[config.mk]
export PLATFORM = sky130hd
export DESIGN_NAME = sequence_line_embedder_flat
export DESIGN_NICKNAME = d
export VERILOG_FILES = /design/src/rtl/sequence_pkg.sv /design/src/rtl/sequence_line_embedder_if.sv /design/src/rtl/sequence_line_embedder_crc8.sv /design/src/rtl/sequence_line_embedder.sv /design/src/flat_wrapper.sv
export SDC_FILE = /design/constraint.sdc
export NUM_CORES = 1
export LEC_CHECK = 0
export BUFFER_PORTS_ARGS = -buffer_cell sky130_fd_sc_hd__clkbuf_2
export CORE_UTILIZATION = 59
export DETAILED_ROUTE_END_ITERATION = 10
export PLACE_DENSITY = 0.83
export SETUP_SLACK_MARGIN = 0.3
export SYNTH_ARGS = -nofsm -noshare
export SYNTH_HDL_FRONTEND = slang
export SYNTH_SLANG_ARGS = --single-unit
[constraint.sdc]
create_clock -name clock -period 4.19 [get_ports clock]
set_input_delay 0.419 -clock clock [delete_from_list [all_inputs] [get_ports clock]]
set_output_delay 0.419 -clock clock [all_outputs]
set_load 0.01 [all_outputs]
[src/rtl/sequence_pkg.sv]
// Shared levels, CRC polynomial and FSM state type for the line embedder.
// Purely declarative: no latency, no flow control.
package sequence_pkg;

    localparam logic [9:0] BT601_BLACK          = 10'h040;
    localparam logic [9:0] BT601_WHITE          = 10'h3AC;
    localparam logic [9:0] BT601_CHROMA_NEUTRAL = 10'h200;

    localparam logic [7:0] CRC8_POLY = 8'h07;

    typedef enum logic {
        IDLE,
        ACTIVE
    } state_t;

    function automatic logic [7:0] crc8_step(input logic [7:0] crc, input logic din);
        logic fb;
        fb = crc[7] ^ din;
        return {crc[6:0], 1'b0} ^ (fb ? CRC8_POLY : 8'h00);
    endfunction

endpackage

[src/rtl/sequence_line_embedder_if.sv]
// Control/sample bundle between the payload source and the embedder.
// master = payload/strobe driver, slave = embedder; no internal storage.
interface sequence_line_embedder_if #(
    parameter int PAYLOAD_BITS = 40,
    parameter int SAMPLE_WIDTH = 10
);
    logic [PAYLOAD_BITS-1:0] payload_in;
    logic                    start;
    logic                    ready;
    logic                    abort;
    logic                    sample_en;
    logic [SAMPLE_WIDTH-1:0] sample_out;
    logic                    sample_valid;
    logic                    busy;
    logic                    done;

    modport master (
        output payload_in, start, abort, sample_en,
        input  ready, sample_out, sample_valid, busy, done
    );

    modport slave (
        input  payload_in, start, abort, sample_en,
        output ready, sample_out, sample_valid, busy, done
    );
endinterface

[src/rtl/sequence_line_embedder_crc8.sv]
// CRC-8 (poly 0x07, init 0, unreflected) over the payload, MSB first.
// Combinational, zero latency; no flow control.
module sequence_crc8
    import sequence_pkg::*;
#(
    parameter int PAYLOAD_BITS = 40
) (
    input  logic [PAYLOAD_BITS-1:0] data_i,
    output logic [7:0]              crc_o
);

    always_comb begin
        crc_o = 8'h00;
        for (int i = PAYLOAD_BITS - 1; i >= 0; i--) begin
            crc_o = crc8_step(crc_o, data_i[i]);
        end
    end

endmodule

[src/rtl/sequence_line_embedder.sv]
// Serialises a latched payload (plus CRC-8 when SEQUENCE_CRC8_EN) over one 4:2:2 line.
// Outputs update on the sample_en edge; ready only in IDLE, new starts wait one cycle after done.
module sequence_line_embedder
    import sequence_pkg::*;
#(
    parameter int                    PAYLOAD_BITS     = 40,
    parameter int                    SAMPLES_PER_LINE = 1440,
    parameter int                    SAMPLE_WIDTH     = 10,
    parameter logic [SAMPLE_WIDTH-1:0] BLACK_LEVEL    = SAMPLE_WIDTH'(BT601_BLACK),
    parameter logic [SAMPLE_WIDTH-1:0] WHITE_LEVEL    = SAMPLE_WIDTH'(BT601_WHITE),
    parameter logic [SAMPLE_WIDTH-1:0] CHROMA_NEUTRAL = SAMPLE_WIDTH'(BT601_CHROMA_NEUTRAL)
) (
    input logic                   clock,
    input logic                   reset,
    sequence_line_embedder_if.slave bus
);

`ifdef SEQUENCE_CRC8_EN
    localparam int TOTAL_BITS = PAYLOAD_BITS + 8;
`else
    localparam int TOTAL_BITS = PAYLOAD_BITS;
`endif
    localparam int SAMPLES_PER_BIT = SAMPLES_PER_LINE / TOTAL_BITS;
    localparam int IDX_W  = (SAMPLES_PER_LINE > 1) ? $clog2(SAMPLES_PER_LINE) : 1;
    localparam int HOLD_W = (SAMPLES_PER_BIT > 1) ? $clog2(SAMPLES_PER_BIT) : 1;
    localparam int BIT_W  = (TOTAL_BITS > 1) ? $clog2(TOTAL_BITS) : 1;

    localparam logic [IDX_W-1:0]  LAST_IDX  = IDX_W'(SAMPLES_PER_LINE - 1);
    localparam logic [HOLD_W-1:0] LAST_HOLD = HOLD_W'(SAMPLES_PER_BIT - 1);
    localparam logic [BIT_W-1:0]  LAST_BIT  = BIT_W'(TOTAL_BITS - 1);

    if (PAYLOAD_BITS < 1) begin : g_bad_payload
        $error("sequence_line_embedder: PAYLOAD_BITS must be >= 1");
    end
    if (SAMPLES_PER_LINE % (2 * TOTAL_BITS) != 0) begin : g_bad_line
        $error("sequence_line_embedder: SAMPLES_PER_LINE must be divisible by 2*TOTAL_BITS");
    end

    logic [TOTAL_BITS-1:0] load_word;

`ifdef SEQUENCE_CRC8_EN
    logic [7:0] crc;

    sequence_crc8 #(
        .PAYLOAD_BITS(PAYLOAD_BITS)
    ) u_crc8 (
        .data_i(bus.payload_in),
        .crc_o (crc)
    );

    assign load_word = {bus.payload_in, crc};
`else
    assign load_word = bus.payload_in;
`endif

    state_t                  state_q;
    logic [TOTAL_BITS-1:0]   shreg_q;
    logic [IDX_W-1:0]        sample_idx_q;
    logic [HOLD_W-1:0]       hold_cnt_q;
    logic [BIT_W-1:0]        bit_cnt_q;
    logic                    ready_q;
    logic                    busy_q;
    logic                    done_q;
    logic                    sample_valid_q;
    logic [SAMPLE_WIDTH-1:0] sample_out_q;

    always_ff @(posedge clock) begin
        if (reset) begin
            state_q        <= IDLE;
            shreg_q        <= '0;
            sample_idx_q   <= '0;
            hold_cnt_q     <= '0;
            bit_cnt_q      <= '0;
            ready_q        <= 1'b1;
            busy_q         <= 1'b0;
            done_q         <= 1'b0;
            sample_valid_q <= 1'b0;
            sample_out_q   <= BLACK_LEVEL;
        end else begin
            done_q <= 1'b0;
            case (state_q)
                IDLE: begin
                    if (bus.sample_en) begin
                        sample_valid_q <= 1'b0;
                        sample_out_q   <= BLACK_LEVEL;
                    end
                    // ready_q lags the return to IDLE by one cycle, so a start
                    // coinciding with done is never accepted.
                    if (bus.start && ready_q) begin
                        state_q      <= ACTIVE;
                        shreg_q      <= load_word;
                        sample_idx_q <= '0;
                        hold_cnt_q   <= '0;
                        bit_cnt_q    <= '0;
                        ready_q      <= 1'b0;
                        busy_q       <= 1'b1;
                    end else begin
                        ready_q <= 1'b1;
                        busy_q  <= 1'b0;
                    end
                end
                ACTIVE: begin
                    if (bus.abort) begin
                        state_q        <= IDLE;
                        sample_valid_q <= 1'b0;
                        sample_out_q   <= BLACK_LEVEL;
                    end else if (bus.sample_en) begin
                        sample_valid_q <= 1'b1;
                        if (sample_idx_q[0]) begin
                            sample_out_q <= shreg_q[TOTAL_BITS-1] ? WHITE_LEVEL : BLACK_LEVEL;
                        end else begin
                            sample_out_q <= CHROMA_NEUTRAL;
                        end
                        if (hold_cnt_q == LAST_HOLD) begin
                            hold_cnt_q <= '0;
                            if (bit_cnt_q != LAST_BIT) begin
                                shreg_q   <= shreg_q << 1;
                                bit_cnt_q <= bit_cnt_q + BIT_W'(1);
                            end
                        end else begin
                            hold_cnt_q <= hold_cnt_q + HOLD_W'(1);
                        end
                        if (sample_idx_q == LAST_IDX) begin
                            sample_idx_q <= '0;
                            done_q       <= 1'b1;
                            state_q      <= IDLE;
                        end else begin
                            sample_idx_q <= sample_idx_q + IDX_W'(1);
                        end
                    end
                end
                default: state_q <= IDLE;
            endcase
        end
    end

    assign bus.ready        = ready_q;
    assign bus.busy         = busy_q;
    assign bus.done         = done_q;
    assign bus.sample_valid = sample_valid_q;
    assign bus.sample_out   = sample_out_q;

endmodule

[src/flat_wrapper.sv]
// flat-port wrapper written by rule: the top's interface ports become plain ports
module sequence_line_embedder_flat import sequence_pkg::*;
#(
    parameter int                    PAYLOAD_BITS     = 40,
    parameter int                    SAMPLES_PER_LINE = 1440,
    parameter int                    SAMPLE_WIDTH     = 10,
    parameter logic [SAMPLE_WIDTH-1:0] BLACK_LEVEL    = SAMPLE_WIDTH'(BT601_BLACK),
    parameter logic [SAMPLE_WIDTH-1:0] WHITE_LEVEL    = SAMPLE_WIDTH'(BT601_WHITE),
    parameter logic [SAMPLE_WIDTH-1:0] CHROMA_NEUTRAL = SAMPLE_WIDTH'(BT601_CHROMA_NEUTRAL)
)
  (clock, reset, bus_payload_in, bus_start, bus_abort, bus_sample_en, bus_ready, bus_sample_out, bus_sample_valid, bus_busy, bus_done);
  sequence_line_embedder_if #(.PAYLOAD_BITS(PAYLOAD_BITS), .SAMPLE_WIDTH(SAMPLE_WIDTH)) bus_i ();
  input logic clock;
  input logic reset;
  input wire logic [$bits(bus_i.payload_in)-1:0] bus_payload_in;
  input wire logic [$bits(bus_i.start)-1:0] bus_start;
  input wire logic [$bits(bus_i.abort)-1:0] bus_abort;
  input wire logic [$bits(bus_i.sample_en)-1:0] bus_sample_en;
  output wire logic [$bits(bus_i.ready)-1:0] bus_ready;
  output wire logic [$bits(bus_i.sample_out)-1:0] bus_sample_out;
  output wire logic [$bits(bus_i.sample_valid)-1:0] bus_sample_valid;
  output wire logic [$bits(bus_i.busy)-1:0] bus_busy;
  output wire logic [$bits(bus_i.done)-1:0] bus_done;
  assign bus_i.payload_in = bus_payload_in;
  assign bus_i.start = bus_start;
  assign bus_i.abort = bus_abort;
  assign bus_i.sample_en = bus_sample_en;
  assign bus_ready = bus_i.ready;
  assign bus_sample_out = bus_i.sample_out;
  assign bus_sample_valid = bus_i.sample_valid;
  assign bus_busy = bus_i.busy;
  assign bus_done = bus_i.done;
  sequence_line_embedder #(.PAYLOAD_BITS(PAYLOAD_BITS), .SAMPLES_PER_LINE(SAMPLES_PER_LINE), .SAMPLE_WIDTH(SAMPLE_WIDTH), .BLACK_LEVEL(BLACK_LEVEL), .WHITE_LEVEL(WHITE_LEVEL), .CHROMA_NEUTRAL(CHROMA_NEUTRAL)) u_core (.clock(clock), .reset(reset), .bus(bus_i));
endmodule
== Word-level counts from Yosys, hierarchy flattened ==
Index checks and enable logic that the tools add are counted.

* Multiplexer cells: 38
* Reduce and logical (&&, ||, !) cells: 5
* Eq/ne operators: 10
* Add/sub/neg operators: 3
* Bitwise operators: 2

{| class="wikitable"
|+ Operator list
! operator !! count
|-
| $mux 40 || 5
|-
| $pmux 40 s2 || 1
|-
| $mux 10 || 5
|-
| $mux 6 || 8
|-
| $mux 11 || 4
|-
| $pmux 6 s2 || 2
|-
| $pmux 11 s2 || 1
|-
| $pmux 10 s2 || 1
|-
| $add 6x1->6 const B || 2
|-
| $add 11x1->11 const B || 1
|-
| $eq 11x11->1 const B || 1
|-
| $ne 2x2->1 const B || 5
|-
| $mux 1 || 9
|-
| $eq 6x6->1 const B || 1
|-
| $ne 6x6->1 const B || 1
|-
| $reduce_and 5->1 || 1
|-
| $pmux 1 s2 || 2
|-
| $reduce_or 4->1 || 1
|-
| $ne 3x3->1 const B || 1
|-
| $reduce_and 3->1 || 1
|-
| $ne 2x1->1 const B || 1
|-
| $not 1->1 || 2
|-
| $reduce_and 2->1 || 1
|-
| $logic_and 1x1->1 || 1
|}

* Input bits: 45
* Register bits: 78
* Output and inout bits: 14
* Logic and storage cells: 68

== Longest topological paths before layout ==
Gate-level depths: netlist (run 1).

* Word-level depth: 6
* Mapped depth: 7
* Mapped depth without buffers: 5

== Least setup slack after synthesis (run 1) ==
OpenSTA, ideal clock, no wires.

* Path kind: register -> register
* From: register u_core.hold_cnt_q[2]
* To: register u_core.bit_cnt_q[2]
* Clock period less this slack: 1.602 ns
* Path slack: 2.588 ns
* Data arrival time: 1.532 ns
* Required time: 4.120 ns
* Stages on the path, launching flop included: 6
* Setup time: 0.070 ns
* Path through: dfxtp_1 > nor4b_4 > a21oi_2 > buf_6 > or4_1 > a21oi_1

* Cells in the longest elaborated chain, start to end: 3

{| class="wikitable"
|+ RTL lines
! element !! RTL line !! text
|-
| start: declaration || sequence_line_embedder.sv:59 || <nowiki>logic [HOLD_W-1:0] hold_cnt_q;</nowiki>
|-
| start signal: assignment || sequence_line_embedder.sv:121 || <nowiki>hold_cnt_q <= hold_cnt_q + HOLD_W'(1);</nowiki>
|-
| $eq 6x6->1 || sequence_line_embedder.sv:114 || <nowiki>if (hold_cnt_q == LAST_HOLD) begin</nowiki>
|-
| $ne 2x2->1 (no source line) || - ||
|-
| $reduce_and 5->1 (no source line) || - ||
|-
| end signal: assignment || sequence_line_embedder.sv:118 || <nowiki>bit_cnt_q <= bit_cnt_q + BIT_W'(1);</nowiki>
|-
| end: declaration || sequence_line_embedder.sv:60 || <nowiki>logic [BIT_W-1:0] bit_cnt_q;</nowiki>
|}

No other way between the ends.
A chain may end at the register's enable or synchronous reset.

== Worst setup path in the final report (run 1) ==
* From: register u_core.state_q
* To: register u_core.shreg_q[28]

* Cells in the longest elaborated chain, start to end: 3
* Elaborated cells between the ends (all ways): 8

{| class="wikitable"
|+ RTL lines
! element !! RTL line !! text
|-
| start: declaration || sequence_line_embedder.sv:56 || <nowiki>state_t state_q;</nowiki>
|-
| start signal: assignment || sequence_line_embedder.sv:69 || <nowiki>state_q <= IDLE;</nowiki>
|-
| start signal: assignment || sequence_line_embedder.sv:90 || <nowiki>state_q <= ACTIVE;</nowiki>
|-
| start signal: assignment || sequence_line_embedder.sv:104 || <nowiki>state_q <= IDLE;</nowiki>
|-
| $not 1->1 (no source line) || - ||
|-
| $ne 2x1->1 (no source line) || - ||
|-
| $reduce_and 5->1 (no source line) || - ||
|-
| end signal: assignment || sequence_line_embedder.sv:91 || <nowiki>shreg_q <= load_word;</nowiki>
|-
| end signal: assignment || sequence_line_embedder.sv:117 || <nowiki>shreg_q <= shreg_q << 1;</nowiki>
|-
| end: declaration || sequence_line_embedder.sv:57 || <nowiki>logic [TOTAL_BITS-1:0] shreg_q;</nowiki>
|}

Parallel ways exist; a longest one is shown, timed or not.

==> results.sh, run 1 <==
export IMPL_outcome="finished clean"
export IMPL_comb_power_share=0.136
export IMPL_dp_hpwl_um=4720
export IMPL_clock_latency_ps=350
export IMPL_final_nets=448
export IMPL_hold_buffers=0
export IMPL_p_int_mw=1.21
export IMPL_synth_main_ff_cell="dfxtp_1"
export IMPL_slew_headroom=0.505
export IMPL_synth_top_area_share=0.421
export IMPL_end_kind="flop"
export IMPL_fmax_mhz=402
export IMPL_power_frac_seq=0.464
export IMPL_antenna_found_initial=0
export IMPL_grt_pass1_wl_um=12700
export IMPL_wire_per_inst_um=15.6
export IMPL_ir_worst_vdd_mv=0.309
export IMPL_yosys_warnings=0
export IMPL_final_cells=476
export IMPL_hold_viol_final=0
export IMPL_drv_slew=0
export IMPL_post_route_min_period_ps=2490
export IMPL_grt_use_total=0.264
export IMPL_synth_cell_types=53
export IMPL_grt_start_max_net_pins=41
export IMPL_dieArea_um2=6030
export IMPL_tns_ps=0
export IMPL_cts_tree="built"
export IMPL_drt_initial_drc_count=190
export IMPL_clk_path_buf_depth=2
export IMPL_drive_above_1_share=0.205
export IMPL_die_height_um=77.6
export IMPL_place_congestion=0.817
export IMPL_setup_violations=0
export IMPL_design_area_um2=3830
export IMPL_clk_pin_slew_ps=70
export IMPL_hold_class="in -> reg"
export IMPL_p_clk_frac=0.400
export IMPL_start_util=0.613
export IMPL_seq_area_frac_synth=0.421
export IMPL_cap_violations=0
export IMPL_place_port_buffers=55
export IMPL_placed_cell_area_um2=3600
export IMPL_required_ps=4400
export IMPL_fin_util=0.696
export IMPL_switching_power_uw=423
export IMPL_io_pins=59
export IMPL_yosysMostFrequentCell="dfxtp_1"
export IMPL_power_density_nw_per_um2=427
export IMPL_drc=0
export IMPL_ant_nets=0
export IMPL_async_reset_ff_frac=0
export IMPL_cp_arrival_ps=2700
export IMPL_cts_setup_buffers=0
export IMPL_switching_share=0.259
export IMPL_hold_worst_slack_ps=344
export IMPL_cts_root_buf="clkbuf_8"
export IMPL_via_count=2888
export IMPL_fin_skew_ps=12.6
export IMPL_row_count=27
export IMPL_grt_pass1_vias=2692
export IMPL_wl_um=7430
export IMPL_leakagePower_nw=1.43
export IMPL_worstMarginPinSlew_ps=742
export IMPL_path_class="reg -> reg"
export IMPL_vias_per_cell=6.07
export IMPL_coreArea_um2=5510
export IMPL_diodes=0
export IMPL_ys_ff_latch=71
export IMPL_synthCells=364
export IMPL_cts_num_sinks=71
export IMPL_first_pass_iters=4
export IMPL_syn_area_um2=3380
export IMPL_cts_resized=0
export IMPL_syn_avg_cell_area_um2=9.27
export IMPL_synthTopCellsByCount="dfxtp_1, a21oi_1, a211oi_1, mux2i_1, nor2_1"
export IMPL_start_kind="flop"
export IMPL_cts_buffers=9
export IMPL_yosysTopAreaCell="dfxtp_1"
export IMPL_synthToLayoutAreaGrowth_pct=13.5
export IMPL_fin_crit_sh=0.594
export IMPL_gr_total_overflow=0
export IMPL_cts_htree_levels=3
export IMPL_die_x_um=77.6
export IMPL_synth_edf_count=0
export IMPL_dp_cells=461
export IMPL_rsz0062_at_grt="no"
export IMPL_cp_max_fo=39
export IMPL_netlist_top_cells_area="dfxtp_1, mux2i_1, a211oi_1"
==> layer usage <==
layer  global-route usage  vias up  share of wire
met3               0.0718        9          0.045
met5                    0        -              0
met4               0.0849        0          0.013
met1                0.333     1373           0.45
met2                0.435       69           0.49
li1                     -     1437              -
==> layout make-up <==
| class | count | area [um^2] |
|---|---|---|
| fillers | 435 | 1670 |
| flip-flops and latches | 71 | 1420 |
| clock inverters | 5 | 106 |
| inverters | 3 | 11.3 |
| multi-input cells | 255 | 1760 |
| repair buffers | 60 | 313 |
| clock buffers | 10 | 128 |
| well taps | 72 | 90.1 |
==> flip-flops by register name, summed over array words and instances (netlist names), 3 cells and up <==
name	cells
u_core.sample_idx_q	11
u_core.shreg_q	40
u_core.bit_cnt_q	6
u_core.bus.sample_out	3
u_core.hold_cnt_q	6
==> critical path: stages, from the launching register on <==
cell	delay, ps
dfxtp_2	810
and3b_1	610
o22ai_2	270
nor2_2	130
buf_4	370
a211oi_1	140
==> per-stage QoR <==
stage	total power [mW]	setup slack (ps)
3_3_place_gp	0.986	1810
6_report	1.64	1700
2_1_floorplan	0.939	2590
4_1_cts	1.64	1730
5_1_grt	1.70	1540
3_5_place_dp	0.996	1730
==> power groups by stage <==
stage / sequential (mW) / combinational (mW) / clock, mW
global route: 0.766 / 0.246 / 0.685
floorplan: 0.760 / 0.180 / 0
global placement: 0.772 / 0.214 / 0
CTS: 0.760 / 0.222 / 0.657
detailed placement: 0.774 / 0.221 / 0
finish: 0.760 / 0.223 / 0.654
==> logic make-up after synthesis <==
family          Yosys count  synth area share
fa+ha+maj                 3            0.0111
xor+xnor                  6            0.0156
buf+inv                  40            0.0600
compound gates          134             0.256
flops                    71             0.421
simple gates             69             0.117
other cells               1           0.00111
mux                      40             0.119
==> cell usage in the layout (no fill, tap or decap), drive strengths merged, types with 5 or more instances in the layout <==
master	netlist	final
nand3	8	8
nor3	6	6
nor2	16	16
nand2	11	11
a21oi	60	60
xor2	5	5
buf	23	5
mux2i	40	40
nand3b	5	5
dfxtp	71	71
o21ai	10	10
a211oi	40	40
clkbuf	14	65
==> final timing paths <==
path                                         from                  to  slack, ps  depth (start not counted)
worst max-delay path               u_core.state_q  u_core.shreg_q[28]       1700                          5
worst min-delay path            bus_payload_in[0]   u_core.shreg_q[0]        340                          3
worst max register to register     u_core.state_q  u_core.shreg_q[28]       1700                          5
worst min register to register    u_core.bus.busy     u_core.bus.busy        460                          2
Note: power is estimated with default switching activity, not from simulation.
==> inputs of run 2 (changes only) <==
CORE_UTILIZATION = 56   (was 59)
PLACE_DENSITY = 0.8   (was 0.83)
clock period = 2.4 ns   (was 4.19 ns; I/O delays follow)
==> results.sh, run 2 (synthesis results as in run 1) <==
export IMPL_critPathBufInv=1
export IMPL_die_height_um=79.6
export IMPL_slew_headroom=0.554
export IMPL_final_cells=479
export IMPL_clock_latency_ps=350
export IMPL_dp_hpwl_um=4850
export IMPL_cts_num_sinks=71
export IMPL_final_nets=450
export IMPL_drive_above_1_share=0.214
export IMPL_post_route_min_period_ps=1890
export IMPL_rr_worst_depth=5
export IMPL_worstMarginPinSlew_ps=669
export IMPL_cts_resized=0
export IMPL_hold_path_depth=3
export IMPL_hold_worst_slack_ps=145
export IMPL_path_class="reg -> reg"
export IMPL_fill_cells=453
export IMPL_outcome="finished clean"
export IMPL_fmax_mhz=530
export IMPL_cap_violations=0
export IMPL_hold_class="in -> reg"
export IMPL_cp_arrival_ps=2150
export IMPL_gr_total_overflow=0
export IMPL_cts_htree_levels=3
export IMPL_setup_violations=0
export IMPL_wl_um=7270
export IMPL_ant_nets=0
export IMPL_drv_slew=0
export IMPL_rsz0062_at_grt="no"
export IMPL_cp_max_fo=40
export IMPL_hold_buffers=0
export IMPL_grt_start_max_net_pins=41
export IMPL_grt_use_total=0.252
export IMPL_cts_root_buf="clkbuf_8"
export IMPL_clk_pin_slew_ps=80
export IMPL_cpPeakStageDelay_ps=450
export IMPL_coreArea_um2=5640
export IMPL_hold_viol_final=0
export IMPL_synthToLayoutAreaGrowth_pct=14.1
export IMPL_cts_tree="built"
export IMPL_cts_buffers=9
export IMPL_grt_pass1_vias=2692
export IMPL_register_area_um2=1430
export IMPL_dp_cells=463
export IMPL_fin_crit_sh=0.786
export IMPL_multi_input_area_um2=1770
export IMPL_power_density_nw_per_um2=722
export IMPL_required_ps=2660
export IMPL_crit_family="compound AO/OA/AOI/OAI gates"
export IMPL_reg_top3="u_core.shreg_q: 40 flops, u_core.sample_idx_q: 11 flops"
export IMPL_layout_commonest_cell="dfxtp_1"
export IMPL_min_from="bus_payload_in[0]"
export IMPL_place_congestion=0.847
export IMPL_crit_start="u_core.hold_cnt_q[2]"
export IMPL_start_kind="flop"
export IMPL_diodes=0
export IMPL_leakagePower_nw=1.44
export IMPL_place_port_buffers=55
export IMPL_tns_ps=0
export IMPL_largest_reg_flops=40
export IMPL_worst_r2r_startpoint="u_core.hold_cnt_q[2]"
export IMPL_start_util=0.598
export IMPL_dieArea_um2=6340
export IMPL_antenna_found_initial=0
export IMPL_cts_setup_buffers=0
export IMPL_fin_util=0.683
export IMPL_mostFrequentLayoutCells="dfxtp_1, a21oi_1, clkbuf_2, a211oi_1, mux2i_1"
export IMPL_min_to="u_core.shreg_q[0]"
export IMPL_timing_rr_end="u_core.shreg_q[23]"
export IMPL_slowest_stage="nor4b_4"
export IMPL_row_count=27
export IMPL_grt_pass1_wl_um=12500
export IMPL_first_pass_iters=4
export IMPL_via_count=2876
export IMPL_fin_skew_ps=11.9
export IMPL_end_kind="flop"
export IMPL_power_total_mw=2.78
export IMPL_drc=0
export IMPL_wire_per_inst_um=15.2
export IMPL_drt_initial_drc_count=200
export IMPL_vias_per_cell=6.00
export IMPL_io_pins=59
export IMPL_r2r_slack_ps=510
export IMPL_clk_path_buf_depth=2
export IMPL_die_x_um=79.6
export IMPL_ir_worst_vdd_mv=0.511
export IMPL_crit_path_cell_trace="nor4b_4 -> a21o_1 -> buf_4 -> a21oi_1 -> a211oi_1"
export IMPL_regMostFlops="u_core.shreg_q"
==> run 2: final cells by class <==
cell class              count  area share
clock buffers              11      0.0367
inverters                   3     0.00292
multi-input cells         255       0.460
clock inverters             5      0.0211
repair buffers             62      0.0861
well taps                  72      0.0234
flip-flops and latches     71       0.370
==> run 2: worst max-delay path by stage <==
stage / end / slack (ps) / cells past startpoint
after floorplan: u_core.bit_cnt_q[2] / 800 / 5
after global placement: u_core.sample_idx_q[6] / 480 / 4
after detailed placement: u_core.sample_idx_q[2] / 400 / 4
after CTS: u_core.sample_idx_q[2] / 350 / 4
after global routing: u_core.shreg_q[30] / 350 / 6
final: u_core.shreg_q[23] / 510 / 5
==> run 2: where the power goes <==
part           switching, mW  internal, mW
logic                  0.228         0.171
registers             0.0565          1.26
clock network          0.447         0.614
==> run 2: through the flow <==
| step | area (um^2) | setup slack (ps) |
|---|---|---|
| CTS | 3840 | 353 |
| floorplan | 3380 | 798 |
| global route | 3850 | 345 |
| global placement | 3610 | 482 |
| detailed placement | 3610 | 399 |
| finish | 3850 | 513 |
==> run 2: layer usage <==
metal  global-route usage  part of all wire  vias to the layer above  routed length [um]
li1                     -                 -                     1442                   -
met1                0.321              0.46                     1368                3380
met2                0.409              0.48                       56                3510
met3               0.0823             0.042                       10                 302
met4               0.0636             0.010                        0                  73
met5                    0                 0                        -                   0
==> run 2: worst reg2reg max path, stage by stage (launching register included) <==
cell and delay [ps]:
dfxtp_1 370, nor4b_4 450, a21o_1 180, buf_4 370
a21oi_1 170, a211oi_1 260
==> inputs of run 3 (changes only) <==
CORE_UTILIZATION = 50   (was 56)
PLACE_DENSITY = 0.75   (was 0.8)
clock period = 1.5 ns   (was 2.4 ns; I/O delays follow)
==> results.sh, run 3 (synthesis results as in run 1) <==
export IMPL_fin_util=0.790
export IMPL_worst_r2r_startpoint="u_core.hold_cnt_q[2]"
export IMPL_path_class="reg -> reg"
export IMPL_die_height_um=84.2
export IMPL_grt_pass1_vias=3395
export IMPL_power_density_nw_per_um2=970
export IMPL_cts_root_buf="clkbuf_8"
export IMPL_hold_buffers=0
export IMPL_reg_top3="u_core.shreg_q: 40 flops, u_core.sample_idx_q: 11 flops"
export IMPL_ir_worst_vdd_mv=0.885
export IMPL_final_nets=513
export IMPL_grt_pass1_wl_um=16400
export IMPL_ant_nets=0
export IMPL_fin_crit_sh=1.14
export IMPL_cts_buffers=9
export IMPL_clock_latency_ps=360
export IMPL_place_port_buffers=55
export IMPL_post_route_min_period_ps=1710
export IMPL_layout_commonest_cell="dfxtp_1"
export IMPL_cp_max_fo=7
export IMPL_hold_worst_slack_ps=80.2
export IMPL_via_count=3348
export IMPL_start_kind="flop"
export IMPL_wire_per_inst_um=19.5
export IMPL_regMostFlops="u_core.shreg_q"
export IMPL_antenna_found_initial=0
export IMPL_largest_reg_flops=40
export IMPL_clk_path_buf_depth=2
export IMPL_clk_pin_slew_ps=80
export IMPL_vias_per_cell=6.13
export IMPL_io_pins=59
export IMPL_fin_skew_ps=9.73
export IMPL_drv_slew=0
export IMPL_first_pass_iters=8
export IMPL_cts_htree_levels=3
export IMPL_setup_slack_ps=-206
export IMPL_gr_total_overflow=0
export IMPL_failed_checks="design-rule violations, negative setup slack"
export IMPL_die_x_um=84.2
export IMPL_row_count=29
export IMPL_diodes=0
export IMPL_mostFrequentLayoutCells="dfxtp_1, clkbuf_2, a21oi_1, mux2i_1, buf_4"
export IMPL_cts_num_sinks=71
export IMPL_grt_use_total=0.295
export IMPL_min_from="bus_payload_in[0]"
export IMPL_coreArea_um2=6420
export IMPL_cts_tree="built"
export IMPL_power_total_mw=4.92
export IMPL_dp_hpwl_um=5330
export IMPL_wl_um=10600
export IMPL_rsz0062_at_grt="yes"
export IMPL_hold_class="in -> reg"
export IMPL_synthToLayoutAreaGrowth_pct=50.4
export IMPL_grt_start_max_net_pins=44
export IMPL_fmax_mhz=586
export IMPL_dp_cells=497
export IMPL_place_congestion=0.813
export IMPL_cp_arrival_ps=1980
export IMPL_outcome="finished with violations"
export IMPL_drc=6
export IMPL_final_cells=546
export IMPL_drt_initial_drc_count=191
export IMPL_start_util=0.526
export IMPL_cap_violations=0
export IMPL_setup_violations=48
export IMPL_end_kind="flop"
export IMPL_dpl_worst_slack_ps=-435
export IMPL_required_ps=1770
export IMPL_leakagePower_nw=1.91
export IMPL_crit_start="u_core.hold_cnt_q[2]"
export IMPL_hold_viol_final=0
export IMPL_dieArea_um2=7080
export IMPL_drive_above_1_share=0.499
[run 3: cell types whose count changed in the layout (fill, tap and decap cells not counted), moves of 5 or more]
cell      change
buf_4        +32
a211oi_1     -23
a211oi_2     +23
a21oi_1      -17
a21oi_2      +16
buf_6        +13
dfxtp_1      -13
dfxtp_2       +9
buf_12        +8
o21ai_0       -7
o21ai_1       +5
[run 3: layout make-up]
class | instances | area (um^2)
clock buffers | 9 | 124
repair buffers | 123 | 1050
well taps | 77 | 96.3
fillers | 396 | 1350
flip-flops and latches | 71 | 1450
clock inverters | 6 | 85.1
multi-input cells | 257 | 2260
inverters | 3 | 11.3
[run 3: per-layer routing]
layer | vias to the layer above | GRT usage | part of all wire
met4 | 0 | 0.152 | 0.032
met5 | - | 0 | 0
met1 | 1631 | 0.333 | 0.39
met3 | 32 | 0.0708 | 0.049
met2 | 119 | 0.517 | 0.52
li1 | 1566 | - | -
[run 3: through the flow]
stage,instance area (um^2),TNS (ps)
floorplan,3610,-732
global placement,4030,-14950
detailed placement,4030,-16490
CTS,4770,-5210
global route,5080,-9150
finish,5080,-6340
[run 3: path summary, 6_finish.rpt]
kind	to	slack, ps	depth (start not counted)
worst min register to register	u_core.shreg_q[0]	500	2
worst max-delay path	u_core.bit_cnt_q[5]	-210	5
worst max register to register	u_core.bit_cnt_q[5]	-210	5
worst min-delay path	u_core.shreg_q[0]	80	3
[run 3: power breakdown]
part | internal (mW) | total, mW | switching, mW
logic | 0.544 | 1.14 | 0.595
registers | 2.02 | 2.11 | 0.0898
clock network | 0.925 | 1.68 | 0.755
[run 3: repair_timing]
item	4_1_cts	5_1_grt
pin swaps	26	36
resized for setup	56	54
setup buffers	23	4
gates cloned	6	1
setup endpoints to repair	65	69
[run 3: worst max-delay path: stages, from the launching register on]
cell,delay [ps]
dfxtp_2,340
nor4b_4,350
a21oi_4,100
buf_6,150
or4b_4,520
a21oi_2,160
